<file path="config.mk">
export PLATFORM = sky130hd
export DESIGN_NAME = note_sequencer_flat
export DESIGN_NICKNAME = d
export VERILOG_FILES = /design/src/rtl/note_sequencer_if.sv /design/src/rtl/note_sequencer.sv /design/src/flat_wrapper.sv
export SDC_FILE = /design/constraint.sdc
export NUM_CORES = 1
export LEC_CHECK = 0
export BUFFER_PORTS_ARGS = -buffer_cell sky130_fd_sc_hd__buf_4
export CAP_MARGIN = 20
export CELL_PAD_IN_SITES_DETAIL_PLACEMENT = 1
export CELL_PAD_IN_SITES_GLOBAL_PLACEMENT = 1
export CORE_ASPECT_RATIO = 1.25
export CORE_MARGIN = 5
export CORE_UTILIZATION = 58
export DETAILED_ROUTE_END_ITERATION = 6
export HOLD_SLACK_MARGIN = 0.12
export PLACE_DENSITY_LB_ADDON = 0.2
export SETUP_SLACK_MARGIN = 0.02
export SLEW_MARGIN = 20
export SYNTH_ARGS = -nofsm -noshare
export SYNTH_HDL_FRONTEND = slang
export SYNTH_SLANG_ARGS = --single-unit
</file>
<file path="constraint.sdc">
create_clock -name clk -period 6.8 [get_ports clk]
set_clock_uncertainty 0.1 [all_clocks]
set_input_delay 1.02 -clock clk [delete_from_list [all_inputs] [get_ports clk]]
set_output_delay 1.02 -clock clk [all_outputs]
set_load 0.02 [all_outputs]
</file>
<file path="src/rtl/note_sequencer_if.sv">
// Control, song-table write and tone-output bundle for note_sequencer.
// The sequencer takes the slave side; the controller or bench takes the master side.
interface note_sequencer_if #(
  parameter int NOTE_W = 4,
  parameter int DUR_W  = 4,
  parameter int SEL_W  = 3,
  parameter int IDX_W  = 3
);
  logic              start;
  logic [SEL_W-1:0]  song_sel;
  logic              loop_en;
  logic              stop;
  logic              wr_en;
  logic [SEL_W-1:0]  wr_song;
  logic [IDX_W-1:0]  wr_idx;
  logic [NOTE_W-1:0] wr_note;
  logic [DUR_W-1:0]  wr_dur;
  logic [NOTE_W-1:0] note_out;
  logic              note_valid;
  logic [IDX_W-1:0]  note_idx;
  logic              busy;
  logic              seq_end;

  modport master (
    output start, song_sel, loop_en, stop, wr_en, wr_song, wr_idx, wr_note, wr_dur,
    input  note_out, note_valid, note_idx, busy, seq_end
  );

  modport slave (
    input  start, song_sel, loop_en, stop, wr_en, wr_song, wr_idx, wr_note, wr_dur,
    output note_out, note_valid, note_idx, busy, seq_end
  );
endinterface

</file>
<file path="src/rtl/note_sequencer.sv">
// Programmable tone sequencer: steps through a stored song table and drives note codes
// to the tone generator for duration x TICK_DIV clocks each, with loop, stop and pre-emption.
module note_sequencer #(
  parameter int NOTE_W    = 4,
  parameter int DUR_W     = 4,
  parameter int MAX_NOTES = 8,
  parameter int NUM_SONGS = 8,
  parameter int SEL_W     = 3,
  parameter int IDX_W     = 3,
  parameter int TICK_DIV  = 25000000,
  parameter int REST_CODE = 7,
  parameter int END_CODE  = 8,
  parameter int PREEMPT   = 1
) (
  input logic clk,
  input logic reset,
  note_sequencer_if.slave bus
);

  localparam int TICK_W = (TICK_DIV > 1) ? $clog2(TICK_DIV) : 1;
  localparam logic [TICK_W-1:0] TICK_LAST = TICK_W'(TICK_DIV - 1);
  localparam logic [IDX_W-1:0]  IDX_LAST  = IDX_W'(MAX_NOTES - 1);
  localparam logic [NOTE_W-1:0] REST_V    = NOTE_W'(REST_CODE);
  localparam logic [NOTE_W-1:0] END_V     = NOTE_W'(END_CODE);

  typedef enum logic [1:0] {
    S_IDLE = 2'd0,
    S_LOAD = 2'd1,
    S_PLAY = 2'd2,
    S_NEXT = 2'd3
  } state_t;

  logic [NOTE_W-1:0] r_note_tab [NUM_SONGS][MAX_NOTES];
  logic [DUR_W-1:0]  r_dur_tab  [NUM_SONGS][MAX_NOTES];

  state_t            r_state;
  logic [SEL_W-1:0]  r_song;
  logic              r_loop;
  logic [IDX_W-1:0]  r_idx;
  logic [TICK_W-1:0] r_tick;
  logic [DUR_W-1:0]  r_dur_cnt;
  logic [NOTE_W-1:0] r_note;
  logic              r_valid;
  logic              r_busy;
  logic              r_seq_end;

  logic [NOTE_W-1:0] w_rd_note;
  logic [DUR_W-1:0]  w_rd_dur;
  logic              w_wr_ok;

  assign w_wr_ok = bus.wr_en && (int'(bus.wr_song) < NUM_SONGS) && (int'(bus.wr_idx) < MAX_NOTES);

  // Song table storage; a LOAD in the same cycle as a write sees the old entry.
  always_ff @(posedge clk) begin
    if (reset) begin
      for (int s = 0; s < NUM_SONGS; s++) begin
        for (int i = 0; i < MAX_NOTES; i++) begin
          r_note_tab[s][i] <= END_V;
          r_dur_tab[s][i]  <= {DUR_W{1'b0}};
        end
      end
    end else if (w_wr_ok) begin
      r_note_tab[bus.wr_song][bus.wr_idx] <= bus.wr_note;
      r_dur_tab[bus.wr_song][bus.wr_idx]  <= bus.wr_dur;
    end else begin
      r_note_tab[0][0] <= r_note_tab[0][0];
    end
  end

  // Entry read for LOAD; a song slot beyond the table reads as an empty song.
  always_comb begin
    w_rd_note = END_V;
    w_rd_dur  = {DUR_W{1'b0}};
    if ((int'(r_song) < NUM_SONGS) && (int'(r_idx) < MAX_NOTES)) begin
      w_rd_note = r_note_tab[r_song][r_idx];
      w_rd_dur  = r_dur_tab[r_song][r_idx];
    end else begin
      w_rd_note = END_V;
      w_rd_dur  = {DUR_W{1'b0}};
    end
  end

  // Playback state machine with registered outputs.
  always_ff @(posedge clk) begin
    if (reset) begin
      r_state   <= S_IDLE;
      r_song    <= {SEL_W{1'b0}};
      r_loop    <= 1'b0;
      r_idx     <= {IDX_W{1'b0}};
      r_tick    <= {TICK_W{1'b0}};
      r_dur_cnt <= {DUR_W{1'b0}};
      r_note    <= REST_V;
      r_valid   <= 1'b0;
      r_busy    <= 1'b0;
      r_seq_end <= 1'b0;
    end else begin
      r_seq_end <= 1'b0;
      if ((r_state != S_IDLE) && bus.stop) begin
        r_state   <= S_IDLE;
        r_idx     <= {IDX_W{1'b0}};
        r_tick    <= {TICK_W{1'b0}};
        r_dur_cnt <= {DUR_W{1'b0}};
        r_note    <= REST_V;
        r_valid   <= 1'b0;
        r_busy    <= 1'b0;
      end else if (bus.start && !bus.stop && ((r_state == S_IDLE) || (PREEMPT != 0))) begin
        r_state   <= S_LOAD;
        r_song    <= bus.song_sel;
        r_loop    <= bus.loop_en;
        r_idx     <= {IDX_W{1'b0}};
        r_tick    <= {TICK_W{1'b0}};
        r_dur_cnt <= {DUR_W{1'b0}};
        r_note    <= REST_V;
        r_valid   <= 1'b0;
        r_busy    <= 1'b1;
      end else begin
        case (r_state)
          S_IDLE: begin
            r_state <= S_IDLE;
          end
          S_LOAD: begin
            if (w_rd_note == END_V) begin
              // END at index 0 always terminates so an empty looped song cannot spin.
              if (r_loop && (r_idx != {IDX_W{1'b0}})) begin
                r_idx <= {IDX_W{1'b0}};
              end else begin
                r_state <= S_IDLE;
                r_idx   <= {IDX_W{1'b0}};
                r_busy  <= 1'b0;
              end
              r_seq_end <= 1'b1;
            end else begin
              r_state   <= S_PLAY;
              r_note    <= w_rd_note;
              r_valid   <= 1'b1;
              r_tick    <= {TICK_W{1'b0}};
              r_dur_cnt <= (w_rd_dur == {DUR_W{1'b0}}) ? DUR_W'(1) : w_rd_dur;
            end
          end
          S_PLAY: begin
            if (r_tick == TICK_LAST) begin
              r_tick <= {TICK_W{1'b0}};
              if (r_dur_cnt <= DUR_W'(1)) begin
                r_state <= S_NEXT;
                r_note  <= REST_V;
                r_valid <= 1'b0;
              end else begin
                r_dur_cnt <= r_dur_cnt - DUR_W'(1);
              end
            end else begin
              r_tick <= r_tick + TICK_W'(1);
            end
          end
          S_NEXT: begin
            if (r_idx == IDX_LAST) begin
              if (r_loop) begin
                r_state <= S_LOAD;
              end else begin
                r_state <= S_IDLE;
                r_busy  <= 1'b0;
              end
              r_idx     <= {IDX_W{1'b0}};
              r_seq_end <= 1'b1;
            end else begin
              r_idx   <= r_idx + IDX_W'(1);
              r_state <= S_LOAD;
            end
          end
          default: begin
            r_state <= S_IDLE;
            r_note  <= REST_V;
            r_valid <= 1'b0;
            r_busy  <= 1'b0;
          end
        endcase
      end
    end
  end

  assign bus.note_out   = r_note;
  assign bus.note_valid = r_valid;
  assign bus.note_idx   = r_idx;
  assign bus.busy       = r_busy;
  assign bus.seq_end    = r_seq_end;

endmodule

</file>
<file path="src/flat_wrapper.sv">
// flat-port wrapper written by rule: the top's interface ports become plain ports
module note_sequencer_flat 
#(
  parameter int NOTE_W    = 4,
  parameter int DUR_W     = 4,
  parameter int MAX_NOTES = 8,
  parameter int NUM_SONGS = 8,
  parameter int SEL_W     = 3,
  parameter int IDX_W     = 3,
  parameter int TICK_DIV  = 25000000,
  parameter int REST_CODE = 7,
  parameter int END_CODE  = 8,
  parameter int PREEMPT   = 1
)
  (clk, reset, bus_start, bus_song_sel, bus_loop_en, bus_stop, bus_wr_en, bus_wr_song, bus_wr_idx, bus_wr_note, bus_wr_dur, bus_note_out, bus_note_valid, bus_note_idx, bus_busy, bus_seq_end);
  note_sequencer_if #(.NOTE_W(NOTE_W), .DUR_W(DUR_W), .SEL_W(SEL_W), .IDX_W(IDX_W)) bus_i ();
  input logic clk;
  input logic reset;
  input wire logic [$bits(bus_i.start)-1:0] bus_start;
  input wire logic [$bits(bus_i.song_sel)-1:0] bus_song_sel;
  input wire logic [$bits(bus_i.loop_en)-1:0] bus_loop_en;
  input wire logic [$bits(bus_i.stop)-1:0] bus_stop;
  input wire logic [$bits(bus_i.wr_en)-1:0] bus_wr_en;
  input wire logic [$bits(bus_i.wr_song)-1:0] bus_wr_song;
  input wire logic [$bits(bus_i.wr_idx)-1:0] bus_wr_idx;
  input wire logic [$bits(bus_i.wr_note)-1:0] bus_wr_note;
  input wire logic [$bits(bus_i.wr_dur)-1:0] bus_wr_dur;
  output wire logic [$bits(bus_i.note_out)-1:0] bus_note_out;
  output wire logic [$bits(bus_i.note_valid)-1:0] bus_note_valid;
  output wire logic [$bits(bus_i.note_idx)-1:0] bus_note_idx;
  output wire logic [$bits(bus_i.busy)-1:0] bus_busy;
  output wire logic [$bits(bus_i.seq_end)-1:0] bus_seq_end;
  assign bus_i.start = bus_start;
  assign bus_i.song_sel = bus_song_sel;
  assign bus_i.loop_en = bus_loop_en;
  assign bus_i.stop = bus_stop;
  assign bus_i.wr_en = bus_wr_en;
  assign bus_i.wr_song = bus_wr_song;
  assign bus_i.wr_idx = bus_wr_idx;
  assign bus_i.wr_note = bus_wr_note;
  assign bus_i.wr_dur = bus_wr_dur;
  assign bus_note_out = bus_i.note_out;
  assign bus_note_valid = bus_i.note_valid;
  assign bus_note_idx = bus_i.note_idx;
  assign bus_busy = bus_i.busy;
  assign bus_seq_end = bus_i.seq_end;
  note_sequencer #(.NOTE_W(NOTE_W), .DUR_W(DUR_W), .MAX_NOTES(MAX_NOTES), .NUM_SONGS(NUM_SONGS), .SEL_W(SEL_W), .IDX_W(IDX_W), .TICK_DIV(TICK_DIV), .REST_CODE(REST_CODE), .END_CODE(END_CODE), .PREEMPT(PREEMPT)) u_core (.clk(clk), .reset(reset), .bus(bus_i));
endmodule
</file>
==> impl_metrics.json, run 1 <==
{
  "outcome": "complete, no violations",
  "slew_viol_final": 0,
  "std_cell_rows": 87,
  "synthSimpleGateAreaFrac_pct": 18.6,
  "p_leak_nw": 9.40,
  "clk_latency_ns": 0.62,
  "postCtsHoldBufs": 0,
  "grt_pass1_wl_um": 110000,
  "clk_pin_slew_ns": 0.06,
  "hold_start": "u_core.bus.note_out[3]",
  "reg2reg_depth": 8,
  "max_stage_delay_ns": 0.86,
  "cts_tree": "built",
  "holdPathStages": 2,
  "numCtsBuffers": 55,
  "antenna_found_initial": 2,
  "portBuffers": 32,
  "start_util_pct": 58.3,
  "crit_path_start_kind": "register",
  "fmax_ghz": 0.216,
  "synth_cells": 1886,
  "synth_fa_ha_area_share_pct": 0.286,
  "die-area_mm2": 0.0496,
  "nets": 1873,
  "synth-main-ff-cell": "edfxtp_1",
  "timing.hold.ws_ns": 0.360,
  "rr_endpoint": "u_core.r_tick[13]",
  "synth_edf_count": 512,
  "yosysSeqAreaShare_pct": 62.3,
  "crit_chain": "clkinv_1 -> mux2_2 -> a2bb2oi_1 -> nand4_1 -> o32ai_2 -> a211o_2 -> nand2_2 -> a311oi_1",
  "worstPathRequired_ns": 7.19,
  "synthToLayoutAreaGrowth_pct": 8.05,
  "tightestPinTransition_ns": 1.15,
  "synth_top_family_by_area": "simple AND/OR/NAND/NOR gates",
  "via_per_inst": 6.56,
  "rsz0062_at_grt": "no",
  "wire_per_inst_um": 29.8,
  "core_area_mm2": 0.0450,
  "die_x_um": 200,
  "drt_first_pass_iters": 5,
  "boundaryPins": 33,
  "cts.sink_count": 560,
  "crit_family": "compound AO/OA/AOI/OAI gates",
  "die_y_um": 248,
  "fin_crit_ns": 4.63,
  "grt_pass1_vias": 17400,
  "drive_gt1_share_pct": 17.5,
  "crit_buf_inv": 1,
  "irDropWorstVdd_mv": 0.249,
  "synth-warning-count": 0,
  "async_reset_ff_share_pct": 0,
  "maxCapViolCount": 0,
  "drt-initial-drc-count": 1480,
  "worstHoldEndpoint": "u_core.bus.note_out[3]",
  "ys_seq_elements": 560,
  "p_per_area_mw_per_mm2": 261,
  "synth_area_per_cell_um2": 13.9,
  "post_cts_resized": 0,
  "synth-xor-area-share_pct": 0.0334,
  "synth_compound_area_share_pct": 3.92,
  "overflow": 0,
  "slew_headroom_pct": 23.0,
  "synth_mux_area_share_pct": 12.4,
  "num_vias": 16100,
  "final.setup.tns_ns": 0,
  "critPathSlowestCell": "clkinv_1",
  "gp_congestion": 0.850,
  "reg2reg_slack_ns": 2.17,
  "setup_viol": 0,
  "htreeDepth": 2,
  "hp-class": "reg -> reg",
  "critical_path.max_fanout": 47,
  "ant_nets": 0,
  "dp_hpwl_um": 47500,
  "endpoint_kind": "register",
  "worst-setup-path-type": "reg -> reg",
  "final-hold-violation-count": 0,
  "finalCritPeriodShare_pct": 68.1,
  "cp_data_arrival_time_ns": 5.02,
  "syn_nets": 1915,
  "grt_max_degree": 72,
  "post_cts_buffers": 0,
  "clock-root-buffer": "clkbuf_16",
  "routed_wl_um": 73200,
  "synth_area_mm2": 0.0262,
  "yosysUniqueCellTypes": 61,
  "cts_max_path_buffers": 3,
  "track_usage_pct": 29.7,
  "drc": 0
}
worst max-delay path by stage:
| stage | from | endpoint | slack (ns) | depth (start not counted) |
|---|---|---|---|---|
| finish | register | u_core.r_tick[13] | 2.17 | 8 |
| CTS | register | u_core.r_tick[13] | 2.23 | 8 |
| global route | register | u_core.r_tick[15] | 1.96 | 8 |
| detailed placement | register | u_core.r_tick[13] | 2.24 | 8 |
| global placement | register | u_core.r_tick[15] | 2.50 | 8 |
| floorplan | register | u_core.r_dur_cnt[0] | 3.69 | 12 |
power breakdown:
| part | internal [mW] | total (mW) | switching [mW] |
|---|---|---|---|
| clock network | 1.59 | 2.90 | 1.31 |
| logic | 0.183 | 0.498 | 0.315 |
| registers | 3.92 | 3.99 | 0.0788 |
| total | 5.69 | 7.39 | 1.70 |
worst min-delay path, stage by stage (launching register included):
cell	delay (ns)
dfxtp_1	0.31
inv_1	0.05
o32ai_1	0.05
metal layers:
metal | vias up | GRT usage (%) | part of all wire [%]
li1 | 6896 | - | -
met1 | 8432 | 35.7 | 36
met2 | 642 | 53.4 | 52
met3 | 175 | 4.94 | 6.5
met4 | 0 | 12.8 | 4.7
met5 | - | 0 | 0
area by class of cell:
class | instances | area (um^2)
Antenna cell | 1 | 2.50
Clock buffer | 69 | 1430
Clock inverter | 26 | 204
Fill cell | 4156 | 16600
Inverter | 11 | 41.3
Multi-Input combinational cell | 1173 | 9240
Sequential cell | 560 | 16300
Tap cell | 578 | 723
Timing Repair Buffer | 43 | 335
state kept, by name, summed over array words and instances, names as in the netlist, named ones only:
| register | flops |
|---|---|
| u_core.r_loop | 1 |
| u_core.bus.note_out | 4 |
| u_core.r_note_tab | 256 |
| u_core.r_song | 3 |
| u_core.bus.seq_end | 1 |
| u_core.bus.busy | 1 |
| u_core.bus.note_valid | 1 |
| u_core.r_state | 1 |
| u_core.r_dur_tab | 256 |
| u_core.r_dur_cnt | 4 |
| u_core.r_tick | 25 |
| u_core.bus.note_idx | 3 |
cells in the mapped netlist, drive strengths merged (2+ instances only):
cell / count / area (um^2)
o32ai: 2 / 25.0
inv: 9 / 33.8
nand2: 65 / 246
nand4: 10 / 62.6
o21a: 2 / 15.0
and4: 2 / 17.5
a21o: 4 / 30.0
dfxtp: 48 / 961
mux4: 128 / 2880
o31ai: 2 / 25.0
nor2b: 13 / 81.3
edfxtp: 512 / 15400
or3: 66 / 413
mux2i: 29 / 290
or3b: 2 / 17.5
clkinv: 2 / 7.51
clkbuf: 100 / 375
mux2: 7 / 78.8
nand4b: 2 / 17.5
a311oi: 6 / 52.6
nor2: 97 / 364
nand3: 26 / 130
a2bb2oi: 3 / 26.3
o2bb2ai: 3 / 26.3
o211ai: 4 / 30.0
nand2b: 2 / 12.5
nand3b: 6 / 45.0
a221o: 2 / 20.0
ha: 6 / 75.1
a22oi: 23 / 173
a21oi: 36 / 180
and2: 459 / 2870
a31oi: 23 / 144
and3: 5 / 31.3
o22ai: 3 / 18.8
buf: 42 / 226
a211oi: 3 / 22.5
o21ai: 30 / 150
nor4: 6 / 37.5
or2: 67 / 419
a21boi: 2 / 15.0
nor3: 15 / 75.1
kinds of logic after synthesis:
logic type,after synthesis
compound gates,156
xor+xnor,1
fa+ha+maj,6
buf+inv,153
flops,560
mux,164
simple gates,846
metrics by stage:
stage	total power [mW]	utilization (%)	cell area, um^2	setup WS (ns)	std cells
after global routing	7.61	63.0	28300	1.96	2460
after floorplan	4.35	-	26200	3.69	1886
final	7.39	63.0	28300	2.17	2461
after detailed placement	4.56	59.4	26700	2.24	2365
after global placement	4.52	59.4	26700	2.50	2365
after CTS	7.41	63.0	28300	2.23	2460
placed cells by master (no fill, tap or decap), drive strengths merged, types with 4 or more instances in the layout:
cell    Yosys  routed
nand3      26      26
a311oi      6       6
nor2b      13      13
buf        42      43
and2      459     459
mux2i      29      29
o211ai      4       4
inv         9      12
clkbuf    100      69
edfxtp    512     512
or2        67      67
a21o        4       4
clkinv      2      20
and3        5       5
o21ai      30      30
nand3b      6       6
mux2        7       7
nand4      10      10
dfxtp      48      48
nor3       15      15
a21oi      36      36
nor2       97      97
mux4      128     128
nand2      65      65
or3        66      66
a31oi      23      23
a22oi      23      23
nor4        6       6
ha          6       6
Power figures use the tool's default switching activity.
==> run 2: changes to the inputs <==
--- a/config.mk
+++ b/config.mk
@@ -11,7 +11,7 @@
 export CELL_PAD_IN_SITES_GLOBAL_PLACEMENT = 1
 export CORE_ASPECT_RATIO = 1.25
 export CORE_MARGIN = 5
-export CORE_UTILIZATION = 58
+export CORE_UTILIZATION = 53
 export DETAILED_ROUTE_END_ITERATION = 6
 export HOLD_SLACK_MARGIN = 0.12
 export PLACE_DENSITY_LB_ADDON = 0.2
==> constraint.sdc (replaced) <==
create_clock -name clk -period 4.4 [get_ports clk]
set_clock_uncertainty 0.1 [all_clocks]
set_input_delay 0.66 -clock clk [delete_from_list [all_inputs] [get_ports clk]]
set_output_delay 0.66 -clock clk [all_outputs]
set_load 0.02 [all_outputs]
==> impl_metrics.json, run 2 (same netlist as run 1, synthesis figures left out) <==
{
  "comb_power_share_pct": 6.9,
  "fmax_ghz": 0.244,
  "p_leak_nw": 9.80,
  "antennaDiodeCount": 0,
  "track_usage_pct": 28.0,
  "post_cts_resized": 0,
  "reg2reg_depth": 8,
  "netSwitchingPower_mw": 2.70,
  "slew_headroom_pct": 26.5,
  "final_cell_mix": "edfxtp_1 (512), and2_1 (458), mux4_2 (128), buf_4 (99), nor2_1 (97)",
  "ant_nets": 0,
  "die_y_um": 259,
  "num_vias": 16300,
  "drt-initial-drc-count": 1676,
  "rr_endpoint": "u_core.r_tick[10]",
  "grt_pass1_wl_um": 114000,
  "numCtsBuffers": 56,
  "worst-setup-path-type": "reg -> reg",
  "die-area_mm2": 0.0540,
  "sw_frac_of_total_pct": 23.0,
  "portBuffers": 32,
  "overflow": 0,
  "rsz0062_at_grt": "no",
  "drt_first_pass_iters": 5,
  "drive_gt1_share_pct": 20.6,
  "synthToLayoutAreaGrowth_pct": 10.8,
  "cts.sink_count": 560,
  "htreeDepth": 2,
  "cts_max_path_buffers": 3,
  "std_cell_rows": 91,
  "antenna_found_initial": 3,
  "setup_viol": 0,
  "worst_slack_ns": 0.297,
  "slew_viol_final": 0,
  "via_per_inst": 6.28,
  "dp_hpwl_um": 50100,
  "p_per_area_mw_per_mm2": 403,
  "endpoint_kind": "register",
  "outcome": "complete, no violations",
  "nets": 1934,
  "p_seq_share_pct": 52.7,
  "maxCapViolCount": 0,
  "routed_wl_um": 75800,
  "crit_path_start_kind": "register",
  "clk_pin_slew_ns": 0.06,
  "grt_max_degree": 65,
  "start_util_pct": 53.3,
  "place_ws_ns": 0.224,
  "finalCritPeriodShare_pct": 93.3,
  "cellInternalPower_mw": 9.00,
  "irDropWorstVdd_mv": 0.341,
  "clk_latency_ns": 0.63,
  "gp_congestion": 0.998,
  "wire_per_inst_um": 29.1,
  "timing.hold.ws_ns": 0.197,
  "clock-root-buffer": "clkbuf_16",
  "final-hold-violation-count": 0,
  "boundaryPins": 33,
  "clkPwrFrac_pct": 40.4,
  "crit_end": "u_core.r_tick[10]",
  "hp-class": "in -> reg",
  "grt_pass1_vias": 17300,
  "layout_commonest_cell": "edfxtp_1",
  "worstPathRequired_ns": 4.80,
  "fin_crit_ns": 4.10,
  "critical_path.max_fanout": 39,
  "reg_top3": "u_core.r_dur_tab x256, u_core.r_note_tab x256, u_core.r_tick x25",
  "tightestPinTransition_ns": 1.10,
  "reg2reg_slack_ns": 0.30,
  "cp_data_arrival_time_ns": 4.50,
  "post-route-util_pct": 59.0,
  "die_x_um": 209,
  "design_area_mm2": 0.0290,
  "core_area_mm2": 0.0492,
  "final.setup.tns_ns": 0,
  "drc": 0,
  "placed_area_mm2": 0.0272,
  "cts_tree": "built"
}
[run 2: per-layer routing]
layer | track usage (%) | up-vias | share of wire, % | routed length (um)
met1 | 36.1 | 8507 | 38 | 28800
met5 | 0 | - | 0.013 | 10
met4 | 7.83 | 2 | 3.2 | 2390
li1 | - | 7015 | - | -
met2 | 49.5 | 673 | 52 | 39300
met3 | 4.32 | 142 | 7.0 | 5320
[run 2: power by group through the flow]
stage	clock, mW	sequential (mW)	combinational [mW]
3_5_place_dp	0	6.28	0.792
5_1_grt	5.03	6.19	0.843
2_1_floorplan	0	6.20	0.517
3_3_place_gp	0	6.26	0.776
6_report	4.72	6.17	0.809
4_1_cts	4.78	6.17	0.800
[run 2: critical path, cell delays in order (launching register included)]
cell and delay, ns:
dfxtp_4 0.79, mux4_2 0.41, mux2i_1 0.24, a2bb2oi_1 0.42
nand4_1 0.28, o32ai_2 0.52, a211o_2 0.49, nand2_2 0.33
a311oi_1 0.37
[run 2: metrics by stage]
step	power [mW]	instances
2_1_floorplan	6.72	1886
3_3_place_gp	7.04	2497
3_5_place_dp	7.07	2497
4_1_cts	11.8	2601
5_1_grt	12.1	2602
6_report	11.7	2602
[run 2: final cells by class]
cell class / count / area [um^2]
multi-input cells: 1173 / 9240
repair buffers: 103 / 823
clock inverters: 39 / 317
inverters: 11 / 41.3
flip-flops and latches: 560 / 16300
well taps: 651 / 815
fillers: 4699 / 20200
clock buffers: 65 / 1460
[run 2: timing repair]
item | 4_1_cts | 5_1_grt
hold buffers | 0 | 0
setup buffers | 0 | 1
setup endpoints to repair | 0 | 1
[run 2: worst min path at each step]
stage	slack (ns)	from	cells past startpoint	endpoint
final	0.20	bus_loop_en	3	u_core.r_loop
after global routing	0.20	bus_loop_en	3	u_core.r_loop
after CTS	0.17	bus_loop_en	3	u_core.r_loop
after detailed placement	0.35	u_core.bus.note_out[3]	2	u_core.bus.note_out[3]
after floorplan	0.32	u_core.r_tick[24]	1	u_core.r_tick[24]
after global placement	0.35	u_core.bus.note_out[3]	2	u_core.bus.note_out[3]
